$ cat src/rtl/msgPass_config_pkg.sv
// ============================================================================
// Module : msgPass_config_pkg
// Brief  : Shared types and defaults for the message-pass read-address generator.
// Rev    : 1.0 - initial release
// ============================================================================
`default_nettype none

package msgPass_config_pkg;

    localparam int c_BUFF_DEPTH_DEF = 16;
    localparam int c_DRC_LAT_DEF    = 2;

    // History fields are sized for the widest supported window/loop counters.
    localparam int c_HIST_ADDR_W    = 16;
    localparam int c_HIST_ITER_W    = 16;

    typedef enum logic [1:0] {
        ST_IDLE   = 2'd0,
        ST_RUN    = 2'd1,
        ST_BUBBLE = 2'd2,
        ST_DRAIN  = 2'd3
    } msgpass_addrgen_state_e;

    typedef struct packed {
        logic [c_HIST_ADDR_W-1:0] addr;
        logic [c_HIST_ITER_W-1:0] iter;
        logic                     valid;
    } msgpass_addrgen_hist_t;

endpackage

`default_nettype wire

$ cat src/rtl/msgpass_drc_hist.sv
// ============================================================================
// Module : msgpass_drc_hist
// Brief  : DEPTH-deep shift register of issued addresses awaiting DRC verdict.
// Rev    : 1.0 - initial release
// ============================================================================
`default_nettype none

module msgpass_drc_hist
    import msgPass_config_pkg::*;
#(
    parameter int DEPTH = c_DRC_LAT_DEF
)(
    input  logic                  sys_clk,
    input  logic                  rstn,
    input  logic                  i_push,
    input  logic                  i_flush,
    input  msgpass_addrgen_hist_t i_entry,
    output msgpass_addrgen_hist_t o_tail,
    output logic                  o_any_valid
);

    msgpass_addrgen_hist_t r_hist [DEPTH];

    always_ff @(posedge sys_clk or negedge rstn) begin
        if (!rstn) begin
            for (int i = 0; i < DEPTH; i++) r_hist[i] <= '0;
        end else if (i_flush) begin
            for (int i = 0; i < DEPTH; i++) r_hist[i] <= '0;
        end else if (i_push) begin
            r_hist[0] <= i_entry;
            for (int i = 1; i < DEPTH; i++) r_hist[i] <= r_hist[i-1];
        end
    end

    assign o_tail = r_hist[DEPTH-1];

    // The tail is consumed in the current cycle, so only the entries that
    // survive the next shift count as still pending.
    always_comb begin
        o_any_valid = 1'b0;
        for (int i = 0; i < DEPTH-1; i++) begin
            o_any_valid = o_any_valid | r_hist[i].valid;
        end
    end

endmodule

`default_nettype wire

$ cat src/rtl/msgpass_rqst_addr_gen.sv
// ============================================================================
// Module : msgpass_rqst_addr_gen
// Brief  : Windowed, multi-pass buffer read-address generator with DRC replay.
//          Optional DRC event counter enabled by MSGPASS_ADDRGEN_DRC_CNT_EN.
// Rev    : 1.0 - initial release
// ============================================================================
`default_nettype none

module msgpass_rqst_addr_gen
    import msgPass_config_pkg::*;
#(
    parameter int BUFF_DEPTH = c_BUFF_DEPTH_DEF,
    parameter int ADDR_WIDTH = $clog2(BUFF_DEPTH),
    parameter int DRC_NUM    = 1,
    parameter int DRC_LAT    = c_DRC_LAT_DEF,
    parameter int LOOP_WIDTH = 4
)(
    input  logic                  sys_clk,
    input  logic                  rstn,
    input  logic                  begin_i,
    input  logic                  end_i,
    input  logic [ADDR_WIDTH-1:0] start_addr_i,
    input  logic [ADDR_WIDTH-1:0] end_addr_i,
    input  logic [LOOP_WIDTH-1:0] loop_num_i,
    input  logic [DRC_NUM-1:0]    is_drc_i,
    output logic [ADDR_WIDTH-1:0] addr_o,
    output logic                  cen_o,
    output logic                  busy_o,
    output logic                  done_o
`ifdef MSGPASS_ADDRGEN_DRC_CNT_EN
    ,
    output logic [15:0]           drc_cnt_o
`endif
);

    localparam logic [ADDR_WIDTH-1:0] c_LAST_ADDR = ADDR_WIDTH'(BUFF_DEPTH - 1);

    function automatic logic [ADDR_WIDTH-1:0] f_inc(input logic [ADDR_WIDTH-1:0] a);
        return (a == c_LAST_ADDR) ? '0 : a + ADDR_WIDTH'(1);
    endfunction

    msgpass_addrgen_state_e r_state, w_state_nxt;

    logic [ADDR_WIDTH-1:0] r_start, r_end, r_addr, r_rp_addr;
    logic [LOOP_WIDTH-1:0] r_loop, r_cur_iter, r_rp_iter;
    logic                  r_cen, r_busy, r_done;

    logic [ADDR_WIDTH-1:0] w_addr_nxt, w_rp_addr_nxt;
    logic [LOOP_WIDTH-1:0] w_iter_nxt, w_rp_iter_nxt;
    logic                  w_cen_nxt, w_done_nxt, w_flush, w_accept;

    msgpass_addrgen_hist_t w_push_entry, w_tail;
    logic                  w_hist_any;

    assign w_push_entry.addr  = c_HIST_ADDR_W'(r_addr);
    assign w_push_entry.iter  = c_HIST_ITER_W'(r_cur_iter);
    assign w_push_entry.valid = r_cen;

    msgpass_drc_hist #(
        .DEPTH       (DRC_LAT)
    ) u_hist (
        .sys_clk     (sys_clk),
        .rstn        (rstn),
        .i_push      (r_busy),
        .i_flush     (w_flush),
        .i_entry     (w_push_entry),
        .o_tail      (w_tail),
        .o_any_valid (w_hist_any)
    );

    logic                  w_drc_hit, w_tail_is_end, w_tail_final, w_cur_is_end, w_cur_final;
    logic [ADDR_WIDTH-1:0] w_tail_addr;
    logic [LOOP_WIDTH-1:0] w_tail_iter;

    assign w_drc_hit     = ((r_state == ST_RUN) || (r_state == ST_DRAIN)) && w_tail.valid && (|is_drc_i);
    assign w_tail_addr   = w_tail.addr[ADDR_WIDTH-1:0];
    assign w_tail_iter   = w_tail.iter[LOOP_WIDTH-1:0];
    assign w_tail_is_end = (w_tail.addr == c_HIST_ADDR_W'(r_end));
    assign w_tail_final  = w_tail_is_end && (w_tail.iter == c_HIST_ITER_W'(r_loop));
    assign w_cur_is_end  = (r_addr == r_end);
    assign w_cur_final   = w_cur_is_end && (r_cur_iter == r_loop);

    always_comb begin
        w_state_nxt   = r_state;
        w_addr_nxt    = r_addr;
        w_iter_nxt    = r_cur_iter;
        w_cen_nxt     = 1'b0;
        w_done_nxt    = 1'b0;
        w_rp_addr_nxt = r_rp_addr;
        w_rp_iter_nxt = r_rp_iter;
        w_flush       = 1'b0;
        w_accept      = 1'b0;

        if ((r_state != ST_IDLE) && end_i) begin
            w_state_nxt = ST_IDLE;
            w_flush     = 1'b1;
        end else if (w_drc_hit) begin
            // Replay resumes at the successor of the faulted address.
            w_flush = 1'b1;
            if (w_tail_final) begin
                w_state_nxt = ST_DRAIN;
            end else begin
                w_state_nxt = ST_BUBBLE;
                if (w_tail_is_end) begin
                    w_rp_addr_nxt = r_start;
                    w_rp_iter_nxt = w_tail_iter + LOOP_WIDTH'(1);
                end else begin
                    w_rp_addr_nxt = f_inc(w_tail_addr);
                    w_rp_iter_nxt = w_tail_iter;
                end
            end
        end else begin
            unique case (r_state)
                ST_IDLE: begin
                    if (begin_i && !end_i) begin
                        w_accept    = 1'b1;
                        w_flush     = 1'b1;
                        w_state_nxt = ST_RUN;
                        w_addr_nxt  = start_addr_i;
                        w_iter_nxt  = '0;
                        w_cen_nxt   = 1'b1;
                    end
                end
                ST_RUN: begin
                    if (w_cur_final) begin
                        w_state_nxt = ST_DRAIN;
                    end else begin
                        w_cen_nxt = 1'b1;
                        if (w_cur_is_end) begin
                            w_addr_nxt = r_start;
                            w_iter_nxt = r_cur_iter + LOOP_WIDTH'(1);
                        end else begin
                            w_addr_nxt = f_inc(r_addr);
                        end
                    end
                end
                ST_BUBBLE: begin
                    w_state_nxt = ST_RUN;
                    w_addr_nxt  = r_rp_addr;
                    w_iter_nxt  = r_rp_iter;
                    w_cen_nxt   = 1'b1;
                end
                ST_DRAIN: begin
                    if (!w_hist_any) begin
                        w_done_nxt  = 1'b1;
                        w_state_nxt = ST_IDLE;
                    end
                end
                default: w_state_nxt = ST_IDLE;
            endcase
        end
    end

    always_ff @(posedge sys_clk or negedge rstn) begin
        if (!rstn) begin
            r_state    <= ST_IDLE;
            r_addr     <= '0;
            r_cur_iter <= '0;
            r_cen      <= 1'b0;
            r_busy     <= 1'b0;
            r_done     <= 1'b0;
            r_rp_addr  <= '0;
            r_rp_iter  <= '0;
            r_start    <= '0;
            r_end      <= '0;
            r_loop     <= '0;
        end else begin
            r_state    <= w_state_nxt;
            r_addr     <= w_addr_nxt;
            r_cur_iter <= w_iter_nxt;
            r_cen      <= w_cen_nxt;
            r_busy     <= (w_state_nxt != ST_IDLE);
            r_done     <= w_done_nxt;
            r_rp_addr  <= w_rp_addr_nxt;
            r_rp_iter  <= w_rp_iter_nxt;
            if (w_accept) begin
                r_start <= start_addr_i;
                r_end   <= end_addr_i;
                r_loop  <= loop_num_i;
            end
        end
    end

    assign addr_o = r_addr;
    assign cen_o  = r_cen;
    assign busy_o = r_busy;
    assign done_o = r_done;

`ifdef MSGPASS_ADDRGEN_DRC_CNT_EN
    logic [15:0] r_drc_cnt;

    always_ff @(posedge sys_clk or negedge rstn) begin
        if (!rstn) begin
            r_drc_cnt <= '0;
        end else if (w_accept) begin
            r_drc_cnt <= '0;
        end else if (w_drc_hit && !end_i && (r_drc_cnt != 16'hFFFF)) begin
            r_drc_cnt <= r_drc_cnt + 16'd1;
        end
    end

    assign drc_cnt_o = r_drc_cnt;
`endif

endmodule

`default_nettype wire
$ cat config.mk
export PLATFORM = sky130hd
export DESIGN_NAME = msgpass_rqst_addr_gen
export DESIGN_NICKNAME = d
export VERILOG_FILES = /design/src/rtl/msgPass_config_pkg.sv /design/src/rtl/msgpass_drc_hist.sv /design/src/rtl/msgpass_rqst_addr_gen.sv
export SDC_FILE = /design/constraint.sdc
export NUM_CORES = 1
export LEC_CHECK = 0
export ABC_AREA = 1
export BUFFER_PORTS_ARGS = -buffer_cell sky130_fd_sc_hd__buf_2
export CAP_MARGIN = 30
export CORE_MARGIN = 5
export CORE_UTILIZATION = 50
export CTS_CLUSTER_SIZE = 25
export DETAILED_ROUTE_END_ITERATION = 6
export PLACE_DENSITY = 0.68
export SLEW_MARGIN = 25
export SYNTH_ARGS = -nofsm -noshare
export SYNTH_HDL_FRONTEND = slang
export SYNTH_SLANG_ARGS = --single-unit
$ cat constraint.sdc
create_clock -name sys_clk -period 1.52 [get_ports sys_clk]
set_input_delay 0.152 -clock sys_clk [delete_from_list [all_inputs] [get_ports sys_clk]]
set_output_delay 0.152 -clock sys_clk [all_outputs]
set_load 0.05 [all_outputs]
==> results of run 1 <==
-- worst max-delay path: stages, from the launching register on --
cell and delay (ns):
dfrtp_2 0.43, inv_4 0.06, ha_4 0.17, o211ai_4 0.26
buf_6 0.14, nand2_4 0.04, buf_12 0.15, mux2_2 0.27
-- layer usage --
layer  track usage (%)  vias to the layer above  wire, µm
met4             5.949                        0       109
met1             28.03                     1259      3314
li1                  -                     1317         -
met2             32.41                       47      3490
met5                 0                        -         0
met3             3.042                        7       277
-- power by group --
group	switching (W)	internal, W	leakage [nW]	total [W]
logic	0.00236	0.00171	1.25	0.00408
registers	0.000521	0.00182	0.654	0.00234
clock network	0.000468	0.000533	0.0612	0.00100
total	0.00335	0.00407	1.97	0.00742
-- placed cells by master (no fill, tap or decap), types with 2 or more instances in the layout --
master / instances
clkinv_2: 3
xor2_1: 8
a21oi_1: 14
o21ai_1: 5
buf_4: 32
o21ai_2: 4
nor3_2: 2
nand3_2: 13
dfrtp_2: 8
nand2_1: 87
nand4_1: 3
clkbuf_8: 6
dfrtp_1: 43
nand3_4: 2
buf_6: 11
buf_8: 2
inv_1: 30
xnor2_1: 9
nor2_4: 4
buf_12: 3
ha_1: 5
nor2_2: 6
nand2_4: 6
nor2_1: 12
o21ai_0: 13
inv_2: 2
nand3_1: 42
ha_4: 2
nand2_2: 16
buf_2: 23
mux2_2: 5
-- final cells by class --
class	instances	area, µm²
Sequential cell	51	1286
Tap cell	72	90.09
Inverter	36	147.6
Clock inverter	2	35.03
Clock buffer	6	82.58
Timing Repair Buffer	72	579.3
Fill cell	429	1737
Multi-Input combinational cell	266	1650
-- flip-flops by register name (all words and copies together) (netlist names) --
name / count
cen_o: 1
done_o: 1
busy_o: 1
r_cur_iter: 4
u_hist.o_any_valid: 1
r_rp_addr: 4
r_rp_iter: 4
r_state: 2
r_loop: 4
addr_o: 4
u_hist.o_tail: 9
r_end: 4
u_hist.r_hist: 8
r_start: 4
-- cells by family (layout without fill, tap and decap cells) --
| kind of cell | Yosys count | after routing | synth area share [%] |
|---|---|---|---|
| AND/OR/NAND/NOR | 195 | 195 | 30.94 |
| flip-flops | 51 | 51 | 43.59 |
| buffers and inverters | 48 | 116 | 7.051 |
| AO/OA/AOI/OAI | 40 | 40 | 7.693 |
| XOR/XNOR | 18 | 18 | 5.385 |
| adder cells (fa/ha/maj) | 8 | 8 | 3.419 |
| multiplexers | 5 | 5 | 1.923 |
-- worst max path at each step --
| stage | start | to | depth (start not counted) |
|---|---|---|---|
| 6_report | r_state[1] | r_end[3] | 7 |
| 4_1_cts | r_state[1] | u_hist.r_hist[35] | 9 |
| 2_1_floorplan | r_state[1] | r_cur_iter[0] | 10 |
| 5_1_grt | r_state[1] | r_cur_iter[2] | 10 |
| 3_5_place_dp | r_state[0] | r_end[3] | 7 |
| 3_3_place_gp | r_state[0] | r_end[3] | 7 |
-- stage by stage --
step | instances | hold slack (ns) | TNS (ns)
2_1_floorplan | 365 | -0.1436 | -0.1169
3_3_place_gp | 481 | 0.1646 | -0.6801
3_5_place_dp | 481 | 0.1656 | -1.861
4_1_cts | 495 | 0.06113 | -2.166
5_1_grt | 505 | 0.05849 | -5.839
6_report | 505 | 0.06821 | -2.118
-- repair_timing --
action,CTS,global route
pin swaps,9,21
hold buffers,1,0
buffers inserted,3,10
endpoints found under the hold margin,51,0
endpoints found under the setup margin,41,50
gates resized for setup,23,53
cloned,2,0
==> out/metrics.cfg, run 1 <==
[status]
outcome = finished, violations left
violations = negative setup slack

[global_route]
grtUsageTotal_pct = 20.12
grt_max_degree = 52
grt_pass1_wl_um = 11900
antenna_found_initial = 0
grt_pass1_vias = 2465
overflow = 0

[route]
drtIter0Drc = 127
via_per_inst = 5.208
vias = 2630
antenna_left = 0
drc_errors = 0
drt-total-wl_um = 7192
routedWlPerCell_um = 14.24
dr.pass1.iters = 4

[sta]
fmax_ghz = 0.6154
hold_viol_final = 0
slew_headroom_pct = 72.64
setup_ws_ns = -0.1049
post-route-period-util_pct = 106.9
fin_skew_ns = 0.008045
final-setup-viol-count = 41
period_needed_ns = 1.625
final_max_slew_viol_count = 0
grt_setup_unrepaired = true
worstMarginPinSlew_ns = 0.4099

[logic_synthesis]
synth_nets = 390
synth_top_cell_by_area = dfrtp_1
synth.most_common_cell = nand2_1
yosysUniqueCellTypes = 32
synth_seq_cells = 51
synth.top_cell.area_share_pct = 43.59
synth_seq_area_share_pct = 43.59
synthTopCellsByArea = dfrtp_1, nand2_1, nand3_1
synthTopCellsByCount = nand2_1, nand3_1, dfrtp_1, inv_1, o21ai_0
ys.flop_type = dfrtp_1
synth_enable_flop_cells = 0
syn_area_um2 = 2928
synthArstFlopShare_pct = 100.0
ys_warn_count = 0
synthCells = 365
syn_avg_cell_area_um2 = 8.021

[worst_setup_path]
reg2reg_depth = 7
critPathLaunchType = flip-flop
crit_type = reg2reg
arrival_ns = 1.83
cp_max_fo = 18
worstReg2RegStart = r_state[1]
worstPathRequired_ns = 1.72
reg2reg_slack_ns = -0.10
crit_path_end_kind = flip-flop
timing.rr.end = r_end[3]

[power_and_ir_drop]
powerDensity_nw_per_um2 = 1916
p_leak_nw = 1.966
finalPower_w = 0.007419
peakVddDrop_mv = 1.076

[run]
drv_cap = 0

[placed_design]
post_dp_cell_area_um2 = 3382
place.gp.congestion = 0.8667
place_hpwl_um = 5070
pre_cts_ws_ns = -0.09200
port_buffers = 23

[finish]
antenna_cells = 0
drive_gt1_share_pct = 36.49
stdcell_area_um2 = 3871
post-route-util_pct = 69.03
nets = 457
area_delta_synth_final_pct = 32.22

[worst_hold_path]
hold-path-endpoint = r_loop[2]
hold_start = loop_num_i[2]
hold_path_class = in2reg
hold_depth = 2

[floorplanning]
core_region_area_um2 = 5608
die_y_um = 86.52
fp.dieW_um = 86.52
pin_count = 24
start_util_pct = 52.21
rows = 27
design.die.area_um2 = 7486

[clock_network]
cts_buffer_depth = 2
clock_sinks = 51
h-tree-depth = 2
cts-root-buf = clkbuf_8
clk_pin_slew_ns = 0.09
cts_inserted_buffers = 5
clock_latency_ns = 0.31
cts_tree = built

(Power assumes the default switching activity.)
==> inputs of run 2 (changes only) <==
==> constraint.sdc (replaced) <==
create_clock -name sys_clk -period 1.52 [get_ports sys_clk]
set_input_delay 0.076 -clock sys_clk [delete_from_list [all_inputs] [get_ports sys_clk]]
set_output_delay 0.076 -clock sys_clk [all_outputs]
set_load 0.05 [all_outputs]
==> out/metrics.cfg, run 2 (synthesis results as in run 1) <==
[floorplanning]
die_y_um = 86.52  ; unchanged
rows = 27  ; unchanged
core_region_area_um2 = 5608  ; unchanged
pin_count = 24  ; unchanged
start_util_pct = 52.21  ; unchanged
design.die.area_um2 = 7486  ; unchanged
fp.dieW_um = 86.52  ; unchanged

[global_route]
met1_usage_pct = 26.86  ; -1.2 points
met2_usage_pct = 34.98  ; +2.6 points
gr-max-usage-layer = met2
grt_pass1_wl_um = 12250  ; +3.0%
met3_usage_pct = 3.517  ; +0.48 points
grtUsageTotal_pct = 20.75  ; +0.63 points
overflow = 0  ; unchanged
grt_pass1_vias = 2627  ; +6.6%
grt_max_degree = 52  ; unchanged
antenna_found_initial = 0  ; unchanged

[power_and_ir_drop]
finalPower_w = 0.007098  ; -4.3%
peakVddDrop_mv = 0.9735  ; -9.5%
netSwitchingPower_w = 0.003292  ; -1.8%
pwr-share-clk_pct = 11.1  ; -2.4 points
internal-power_w = 0.003806  ; -6.4%
powerDensity_nw_per_um2 = 1913  ; -0.16%
p_sw_share_pct = 46.38  ; +1.2 points
seqPwrFrac_pct = 32.3  ; +0.8 points
p_leak_nw = 1.932  ; -1.7%
combPwrFrac_pct = 56.6  ; +1.6 points

[sta]
grt_setup_unrepaired = true
fin_skew_ns = 0.006473  ; -0.001572 ns
period_needed_ns = 1.658  ; +0.03296 ns
setup_tns_ns = -2.576  ; -0.4580 ns
hold_ws_ns = 0.02511  ; -0.04310 ns
final_max_slew_viol_count = 0  ; unchanged
final-setup-viol-count = 32  ; -22%
fmax_ghz = 0.6032  ; -2.0%
hold_viol_final = 0  ; unchanged
slew_headroom_pct = 80.16  ; +7.5 points
setup_ws_ns = -0.1378  ; -0.03296 ns
post-route-period-util_pct = 109.1  ; +2.2 points
worstMarginPinSlew_ns = 0.2973  ; -0.1126 ns

[finish]
antenna_cells = 0  ; unchanged
multi_input_area_um2 = 1535  ; -7.0%
area_delta_synth_final_pct = 26.71
most-common-layout-cells = nand2_1, nand3_1, dfrtp_1, buf_4, inv_1
largest_register_ffs = 9  ; unchanged
drive_gt1_share_pct = 28.64  ; -7.9 points
fillers = 496  ; +16%
seq_area_um2 = 1284  ; -0.19%
final_common_cell = nand2_1
nets = 458  ; +0.22%

[route]
routedWlPerCell_um = 15.07  ; +5.8%
antenna_left = 0  ; unchanged
vias = 2664  ; +1.3%
drtIter0Drc = 164  ; +29%
via_per_inst = 5.275  ; +1.3%
dr.pass1.iters = 4  ; unchanged
drc_errors = 0  ; unchanged
drt-total-wl_um = 7611  ; +5.8%

[worst_setup_path]
arrival_ns = 1.89  ; +0.06 ns
critPathLaunchType = flip-flop
cp_max_fo = 7  ; -11
crit_path_end_kind = flip-flop
crit_type = reg2reg
worstPathRequired_ns = 1.76  ; +0.04 ns

[clock_network]
cts_tree = built
cts_inserted_buffers = 5  ; unchanged
clk_pin_slew_ns = 0.09  ; about the same
cts-root-buf = clkbuf_8
clock_sinks = 51  ; unchanged
cts_buffer_depth = 2  ; unchanged
clock_latency_ns = 0.31  ; about the same
h-tree-depth = 2  ; unchanged

[placed_design]
port_buffers = 23  ; unchanged
place.gp.congestion = 0.8517  ; -1.7%
place_hpwl_um = 5403  ; +6.6%

[worst_hold_path]
hold_path_class = in2reg

[run]
drv_cap = 0  ; unchanged

[status]
violations = negative setup slack
outcome = finished, violations left

==> run 2: critical path, cell delays in order, from the launching register on <==
cell,delay (ns)
dfrtp_2,0.45
ha_2,0.22
o211ai_4,0.26
nand2_4,0.11
nor2_4,0.14
buf_12,0.14
buf_6,0.12
nand3_1,0.06
o21ai_1,0.09
==> run 2: area by class of cell <==
type                            instances  share of cell area (%)
Clock inverter                          2                  0.3710
Timing Repair Buffer                   72                   15.45
Sequential cell                        51                   34.60
Tap cell                               72                   2.428
Clock buffer                            5                   1.855
Multi-Input combinational cell        267                   41.38
Inverter                               36                   3.912
==> run 2: worst paths after layout <==
path / slack, ns / cells past startpoint / end / startpoint
max in group asynchronous: 0.97 / 3 / r_state[0] / rstn
hold reg to reg: 0.50 / 2 / r_rp_addr[2] / r_rp_addr[2]
hold / removal: 0.03 / 3 / r_end[1] / end_addr_i[1]
setup / recovery: -0.14 / 8 / u_hist.o_tail[20] / r_state[0]
setup reg to reg: -0.14 / 8 / u_hist.o_tail[20] / r_state[0]
min in group asynchronous: 0.28 / 3 / addr_o[2] / rstn
==> run 2: layer usage <==
layer / vias to the layer above / wire length [µm]
met5: - / 0
met4: 0 / 174
met3: 14 / 285
met2: 49 / 3762
met1: 1287 / 3388
li1: 1314 / -
==> run 2: timing repair <==
item | CTS | global route
endpoints found under the hold margin | 56 | 0
pin swaps | 4 | 5
gates cloned | 1 | 2
hold buffers | 6 | 0
gates resized for setup | 12 | 16
buffers inserted | 0 | 7
endpoints found under the setup margin | 37 | 50
==> run 2: power by group through the flow <==
stage	clock [W]	combinational [W]	sequential [W]
after floorplan	0	0.00216	0.00247
after global placement	0	0.00343	0.00230
after detailed placement	0	0.00351	0.00232
after CTS	0.000798	0.00361	0.00229
after global routing	0.000855	0.00439	0.00234
final	0.000788	0.00402	0.00229
==> run 2: stage by stage <==
stage,instances,setup WS (ns),instance area (µm²),util (%)
CTS,496,-0.06589,3572,63.70
global route,505,-0.1979,3710,66.15
global placement,482,-0.07354,3402,60.66
floorplan,365,-0.02902,2972,-
finish,505,-0.1378,3710,66.15
detailed placement,482,-0.09417,3402,60.66
==> inputs of run 3 (changes only) <==
MAX_ROUTING_LAYER = met4   (was default)
==> out/metrics.cfg, run 3 (synthesis results as in run 1) <==
[clock_network]
clk_pin_slew_ns = 0.09  ; about the same
cts-root-buf = clkbuf_8
cts_tree = built
clock_sinks = 51  ; unchanged
clock_latency_ns = 0.31  ; about the same
cts_inserted_buffers = 5  ; unchanged
h-tree-depth = 2  ; unchanged
cts_buffer_depth = 2  ; unchanged

[route]
routedWlPerCell_um = 15.12  ; +0.33%
via_per_inst = 5.251  ; -0.45%
drc_errors = 0  ; unchanged
antenna_left = 0  ; unchanged
drt-total-wl_um = 7636  ; +0.33%
dr.pass1.iters = 4  ; unchanged
vias = 2652  ; -0.45%
drtIter0Drc = 186  ; +13%

[worst_hold_path]
hold_path_class = in2reg

[global_route]
antenna_found_initial = 0  ; unchanged
grt_max_degree = 52  ; unchanged
overflow = 0  ; unchanged
grt_pass1_vias = 2630  ; +0.11%
grtUsageTotal_pct = 21.36  ; +0.61 points
grt_pass1_wl_um = 12250  ; about the same

[placed_design]
pre_cts_ws_ns = -0.09417  ; unchanged
post_dp_cell_area_um2 = 3402  ; unchanged
place.gp.congestion = 0.8652  ; +1.6%
port_buffers = 23  ; unchanged
place_hpwl_um = 5403  ; unchanged

[power_and_ir_drop]
powerDensity_nw_per_um2 = 1910  ; -0.17%
finalPower_w = 0.007086  ; -0.17%
p_leak_nw = 1.932  ; unchanged
peakVddDrop_mv = 0.9703  ; -0.32%

[sta]
hold_viol_final = 0  ; unchanged
fmax_ghz = 0.6031  ; about the same
slew_headroom_pct = 80.66  ; +0.50 points
final_max_slew_viol_count = 0  ; unchanged
fin_skew_ns = 0.006279  ; -0.0001947 ns
hold_ws_ns = 0.02472  ; -0.0003851 ns
grt_setup_unrepaired = true
setup_tns_ns = -2.609  ; -0.03328 ns
period_needed_ns = 1.658  ; +0.0002570 ns
final-setup-viol-count = 32  ; unchanged
setup_ws_ns = -0.1381  ; -0.0002570 ns
worstMarginPinSlew_ns = 0.2898  ; -0.007469 ns
post-route-period-util_pct = 109.1  ; about the same

[finish]
final_common_cell = nand2_1
stdcell_area_um2 = 3710  ; unchanged
fillers = 496  ; unchanged
area_delta_synth_final_pct = 26.71  ; unchanged
most-common-layout-cells = nand2_1, nand3_1, dfrtp_1, buf_4, inv_1
largest_register_ffs = 9  ; unchanged
nets = 458  ; unchanged
drive_gt1_share_pct = 28.64  ; unchanged
antenna_cells = 0  ; unchanged

[worst_setup_path]
slowest_delay_ns = 0.45  ; about the same
cp_max_fo = 7  ; unchanged
crit_path_end_kind = flip-flop
crit_type = reg2reg
critPathLaunchType = flip-flop
crit_path_top_delay_cell = dfrtp_2
worstPathRequired_ns = 1.76  ; about the same
arrival_ns = 1.89  ; about the same
path_cells = ha_2 > o211ai_4 > nand2_4 > nor2_4 > buf_12 > buf_6 > nand3_1 > o21ai_1

[floorplanning]
start_util_pct = 52.21  ; unchanged
die_y_um = 86.52  ; unchanged
pin_count = 24  ; unchanged
core_region_area_um2 = 5608  ; unchanged
rows = 27  ; unchanged
fp.dieW_um = 86.52  ; unchanged
design.die.area_um2 = 7486  ; unchanged

[status]
violations = negative setup slack
outcome = finished, violations left

[run]
drv_cap = 0  ; unchanged

run 3: final timing paths:
kind                                     end  cells after the start  slack [ns]          start
max                        u_hist.o_tail[20]                      8       -0.14     r_state[0]
min                                 r_end[1]                      3        0.02  end_addr_i[1]
max reg2reg                u_hist.o_tail[20]                      8       -0.14     r_state[0]
min reg2reg                       r_start[2]                      2        0.50     r_start[2]
max in group asynchronous         r_state[0]                      3        0.98           rstn
min in group asynchronous          addr_o[2]                      3        0.28           rstn
run 3: where the power goes:
group	switching (W)	leakage [nW]	internal, W
Sequential	0.000475	0.657	0.00182
Combinational	0.00234	1.23	0.00167
Clock	0.000469	0.0440	0.000316
Total	0.00328	1.93	0.00381
run 3: final cells by class:
class                      count  area [µm²]  share of cell area [%]
multi-input combinational    267        1535                   41.38
sequential                    51        1284                   34.60
timing repair buffer          72       573.1                   15.45
inverter                      36       145.1                   3.912
tap                           72       90.09                   2.428
clock buffer                   5       68.82                   1.855
clock inverter                 2       13.76                  0.3710
run 3: timing repair:
item / in CTS / in global routing
pin swaps: 4 / 5
hold buffers: 6 / 0
hold endpoints to repair: 56 / 0
setup buffers: 0 / 7
resized for setup: 12 / 16
endpoints found under the setup margin: 37 / 50
gates cloned: 1 / 2
run 3: worst max-delay path, delay by kind of cell, from the launching register on:
family / cells / cell delay, ns
flip-flops: 1 / 0.45
AO/OA/AOI/OAI: 2 / 0.35
AND/OR/NAND/NOR: 3 / 0.31
buffers and inverters: 2 / 0.26
adder cells (fa/ha/maj): 1 / 0.22
run 3: routing by layer:
layer	routed length, µm	GRT usage [%]	vias up
met5	0	-	-
met1	3385	26.86	1271
met4	167	7.224	0
li1	-	-	1314
met3	287	3.517	14
met2	3795	34.98	53
run 3: per-stage QoR:
stage | util (%) | instances
floorplan | - | 365
CTS | 63.70 | 496
finish | 66.15 | 505
global placement | 60.66 | 482
global route | 66.15 | 505
detailed placement | 60.66 | 482
